$ cat src/rtl/grid_scheduler.sv
// grid_scheduler: per-frame sequencer and grid RAM owner mux for player, enemy and renderer clients.
// Optional hung-client abort enabled by defining GRID_SCHED_TIMEOUT_EN.
module grid_scheduler #(
  parameter logic [23:0] TIMEOUT_CYCLES = 24'd2000000
) (
  input  logic       clock,
  input  logic       reset,
  input  logic       frame_tick,
  input  logic [2:0] client_en,
  output logic       frame_done,
  output logic       overrun,
  output logic [2:0] timeout_flags,
  output logic       c0_start,
  input  logic       c0_done,
  input  logic [5:0] c0_grid_x,
  input  logic [4:0] c0_grid_y,
  input  logic       c0_grid_write,
  input  logic [2:0] c0_grid_in,
  output logic       c1_start,
  input  logic       c1_done,
  input  logic [5:0] c1_grid_x,
  input  logic [4:0] c1_grid_y,
  input  logic       c1_grid_write,
  input  logic [2:0] c1_grid_in,
  output logic       c2_start,
  input  logic       c2_done,
  input  logic [5:0] c2_grid_x,
  input  logic [4:0] c2_grid_y,
  input  logic       c2_grid_write,
  input  logic [2:0] c2_grid_in,
  output logic [5:0] grid_x,
  output logic [4:0] grid_y,
  output logic       grid_write,
  output logic [2:0] grid_in,
  input  logic [2:0] grid_out
);
  typedef enum logic [2:0] {IDLE, START, RUN, NEXT, FINISH} state_t;
  state_t     r_state, w_state_nxt;
  logic [1:0] r_owner, w_owner_nxt, w_first, w_higher;
  logic [2:0] r_en_q, w_done_v;
  logic       r_overrun, w_owner_done, w_has_higher, w_expire, w_busy;
  assign w_done_v     = {c2_done, c1_done, c0_done};
  assign w_owner_done = w_done_v[r_owner];
  assign w_first      = client_en[0] ? 2'd0 : client_en[1] ? 2'd1 : 2'd2;
  assign w_has_higher = (r_owner == 2'd0 && |r_en_q[2:1]) || (r_owner == 2'd1 && r_en_q[2]);
  assign w_higher     = (r_owner == 2'd0 && r_en_q[1]) ? 2'd1 : 2'd2;
  assign w_busy       = r_state == START || r_state == RUN || r_state == NEXT;
  assign overrun      = r_overrun;
`ifdef GRID_SCHED_TIMEOUT_EN
  logic [23:0] r_cnt;
  logic [2:0]  r_to;
  logic        w_unused;
  assign w_unused      = ^grid_out;
  assign w_expire      = r_cnt == TIMEOUT_CYCLES - 24'd1;
  assign timeout_flags = r_to;
  always_ff @(posedge clock) begin
    if (reset) begin
      r_cnt <= '0;
      r_to  <= '0;
    end else begin
      r_cnt <= r_state == START ? 24'd0 : r_state == RUN ? r_cnt + 24'd1 : r_cnt;
      if (r_state == RUN && !w_owner_done && w_expire) r_to <= r_to | (3'b001 << r_owner);
    end
  end
`else
  logic w_unused;
  assign w_unused      = ^{grid_out, TIMEOUT_CYCLES};
  assign w_expire      = 1'b0;
  assign timeout_flags = 3'b000;
`endif
  always_ff @(posedge clock) begin
    if (reset) begin
      r_state   <= IDLE;
      r_owner   <= 2'd0;
      r_en_q    <= 3'b000;
      r_overrun <= 1'b0;
    end else begin
      r_state <= w_state_nxt;
      r_owner <= w_owner_nxt;
      if (r_state == IDLE && frame_tick) r_en_q <= client_en;
      if (r_state != IDLE && frame_tick) r_overrun <= 1'b1;
    end
  end
  always_comb begin
    w_state_nxt = r_state;
    w_owner_nxt = r_owner;
    case (r_state)
      IDLE: if (frame_tick) begin
        w_state_nxt = |client_en ? START : FINISH;
        w_owner_nxt = |client_en ? w_first : r_owner;
      end
      START:  w_state_nxt = RUN;
      RUN:    w_state_nxt = (w_owner_done || w_expire) ? NEXT : RUN;
      NEXT: begin
        w_state_nxt = w_has_higher ? START : FINISH;
        w_owner_nxt = w_has_higher ? w_higher : r_owner;
      end
      FINISH: w_state_nxt = IDLE;
      default: w_state_nxt = IDLE;
    endcase
  end
  // Mux is purely combinational so a client sees the same address-to-grid_out path as a direct wire.
  always_comb begin
    c0_start   = r_state == START && r_owner == 2'd0;
    c1_start   = r_state == START && r_owner == 2'd1;
    c2_start   = r_state == START && r_owner == 2'd2;
    frame_done = r_state == FINISH;
    grid_x     = !w_busy ? 6'd0 : r_owner == 2'd0 ? c0_grid_x : r_owner == 2'd1 ? c1_grid_x : c2_grid_x;
    grid_y     = !w_busy ? 5'd0 : r_owner == 2'd0 ? c0_grid_y : r_owner == 2'd1 ? c1_grid_y : c2_grid_y;
    grid_write = !w_busy ? 1'b0 : r_owner == 2'd0 ? c0_grid_write : r_owner == 2'd1 ? c1_grid_write : c2_grid_write;
    grid_in    = !w_busy ? 3'd0 : r_owner == 2'd0 ? c0_grid_in : r_owner == 2'd1 ? c1_grid_in : c2_grid_in;
  end
endmodule
$ cat config.mk
export PLATFORM = sky130hd
export DESIGN_NAME = grid_scheduler
export DESIGN_NICKNAME = d
export VERILOG_FILES = /design/src/rtl/grid_scheduler.sv
export SDC_FILE = /design/constraint.sdc
export NUM_CORES = 1
export LEC_CHECK = 0
export ABC_AREA = 0
export BUFFER_PORTS_ARGS = -buffer_cell sky130_fd_sc_hd__buf_4
export CORE_MARGIN = 2
export CORE_UTILIZATION = 23
export DETAILED_ROUTE_END_ITERATION = 8
export GPL_ROUTABILITY_DRIVEN = 0
export GPL_TIMING_DRIVEN = 0
export SYNTH_ARGS = -nofsm -noshare
export SYNTH_HDL_FRONTEND = slang
export SYNTH_SLANG_ARGS = --single-unit
$ cat constraint.sdc
create_clock -name clock -period 3.5 [get_ports clock]
set_input_delay 0.175 -clock clock [delete_from_list [all_inputs] [get_ports clock]]
set_output_delay 0.175 -clock clock [all_outputs]
set_load 0.01 [all_outputs]
==> results.cfg <==
[sta]
drv_slew = 0
min_period_over_period_pct = 54.7
skew_ps = 0.619
timing.final.ws_setup_ps = 1590
setup_viol = 0
fmax_mhz = 522
rsz0062_at_grt = false
hold_slack_ps = 184
finalCriticalPeriod_ps = 1910
setup_tns_ps = 0
hold_viol = 0

[cts]
cts.clk_slew.worst_paths_ps = 40
cts_made_buffers = 3
ctsResizeCount = 0
cts.sinks = 8
post-cts-setup-buffers = 0
hold_buffers = 0
cts_tree = built
clk_latency_ps = 230
clockRootBuffer = clkbuf_8
cts_buffer_depth = 2
htreeDepth = 1

[setup_path]
worstSetupPathType = flop to output port
worstPathArrival_ps = 1740
reg2reg_depth = 4
cp.required_ps = 3320
worst-path-max-fanout = 10
start_kind = flop
cp-end-kind = output port

[logic_synthesis]
synth_top_cell_by_area = mux2i_1
ys_types = 34
syn_avg_cell_area_um2 = 7.12
synthTopCellsByArea = mux2i_1, dfxtp_1, nor2_1, a21oi_1, buf_4
synth_most_common_cell = nor2_1
yosysTopAreaCellShare_pct = 18.4
ys.flop_type = dfxtp_1
syn_inst = 130
synth.top_cells.by_count = nor2_1, a21oi_1, mux2i_1
yosysWarnings = 0
ys_ff_latch = 8
syn_area_um2 = 926
async_flop_share_pct = 0
seq_area_frac_synth_pct = 17.3
synth_edf_count = 0

[detailed_routing]
drcViolationCount = 0
highest_layer = met4
first_iter_violations = 34
vias = 1132
wl_met1_um = 1220
wl_met3_um = 339
wl_per_cell_um = 11.6
antenna_left = 0
met2_length_um = 1390
drt-vias-per-instance = 4.40
drt-pass1-iter-count = 4
routed_wl_um = 2990

[final_layout]
final_core_util_pct = 40.0
drive_gt1_share_pct = 44.0
fin_nets = 266
antenna_cells = 0
finalInstanceArea_um2 = 1580
area_delta_synth_final_pct = 70.4

[min_path]
hp-class = primary input to flop
hold_depth = 3

[power_and_ir_drop]
combPwrFrac_pct = 64.8
seq_power_share_pct = 18.0
power_density_nw_per_um2 = 410
switching_share_pct = 40.0
leakagePower_nw = 0.754
pwr-share-clk_pct = 17.2
power.internal_mw = 0.388
vdd.ir_drop.worst_mv = 0.215
p_switching_mw = 0.259

[global_routing]
antenna_found_initial = 0
grt_pass1_vias = 999
grt_usage_pct = 12.9
grt_max_degree = 11
grt_pass1_wl_um = 4500
grt_overflow = 0

[floorplanning]
dieWidth_um = 67.4
rows = 23
core-area_um2 = 3940
die_area_um2 = 4550
die_h_um = 67.4
initial_core_util_pct = 23.5
io_pins = 80

[run]
cap_violations = 0

[placed_design]
port_buffers = 72
place_area_um2 = 1540
hpwl_um = 2370
place_ws_ps = 1820

[outcome]
status = complete, no violations
==> per-layer routing <==
metal / vias to the layer above / GRT usage, %
met2: 50 / 22.5
met1: 477 / 14.8
met3: 5 / 3.83
li1: 600 / -
met5: - / 0
met4: 0 / 4.59
==> final timing paths <==
| kind | startpoint | to | slack (ps) |
|---|---|---|---|
| setup / recovery | r_state[1] | grid_x[2] | 1590 |
| hold / removal | client_en[2] | r_en_q[2] | 180 |
| setup reg to reg | r_state[2] | r_owner[0] | 2070 |
| hold reg to reg | overrun | overrun | 460 |
==> layout by cell type (no fill, tap or decap), drive strengths merged <==
cell type,count
xnor2,1
a211oi,2
a32oi,1
a311oi,1
or3,2
clkbuf,6
a211o,1
nor4b,1
or2,1
nor3,7
nand3,1
buf,83
o211ai,1
dfxtp,8
nor3b,2
conb,3
nand2b,2
a21oi,19
o21ai,1
nand3b,5
nor2,35
nand2,1
nor4,1
and2b,1
and2,1
mux2i,17
a22oi,1
inv,2
==> power groups by stage <==
stage / Sequential (mW) / Clock (mW) / Combinational [mW]
final: 0.116 / 0.111 / 0.419
after global placement: 0.117 / 0 / 0.421
after floorplan: 0.117 / 0 / 0.260
after CTS: 0.116 / 0.116 / 0.424
after global routing: 0.118 / 0.120 / 0.466
after detailed placement: 0.118 / 0 / 0.422
==> critical path: stages, from the launching register on <==
cell and delay [ps]:
dfxtp_1 290, buf_4 170, nor2_1 170, or2_2 140, clkbuf_1 230, buf_2 280
nor2_1 80, buf_4 140
==> state kept, by name (all words and copies together), names as in the netlist <==
signal	count
overrun	1
r_en_q	2
r_owner	2
r_state	3
==> final cells by class <==
type	count	area [um2]
Buffer	14	82.6
Clock buffer	3	41.3
Fill cell	409	2360
Inverter	2	7.51
Multi-Input combinational cell	108	683
Sequential cell	8	160
Tap cell	50	62.6
Timing Repair Buffer	72	541
==> kinds of logic after synthesis <==
group / share of synthesized area [%]
and+or+nand+nor: 34.3
AOI/OAI and AO/OA: 18.9
muxes: 18.4
buffers and inverters: 9.73
DFF: 17.3
xor gates and xnor gates: 0.946
other: 0.405
==> per-stage QoR <==
| stage | instances | total power [mW] |
|---|---|---|
| global route | 257 | 0.705 |
| CTS | 257 | 0.656 |
| finish | 257 | 0.647 |
| detailed placement | 254 | 0.540 |
| global placement | 254 | 0.538 |
| floorplan | 132 | 0.376 |
No activity file was read; power rests on OpenSTA's default activity.
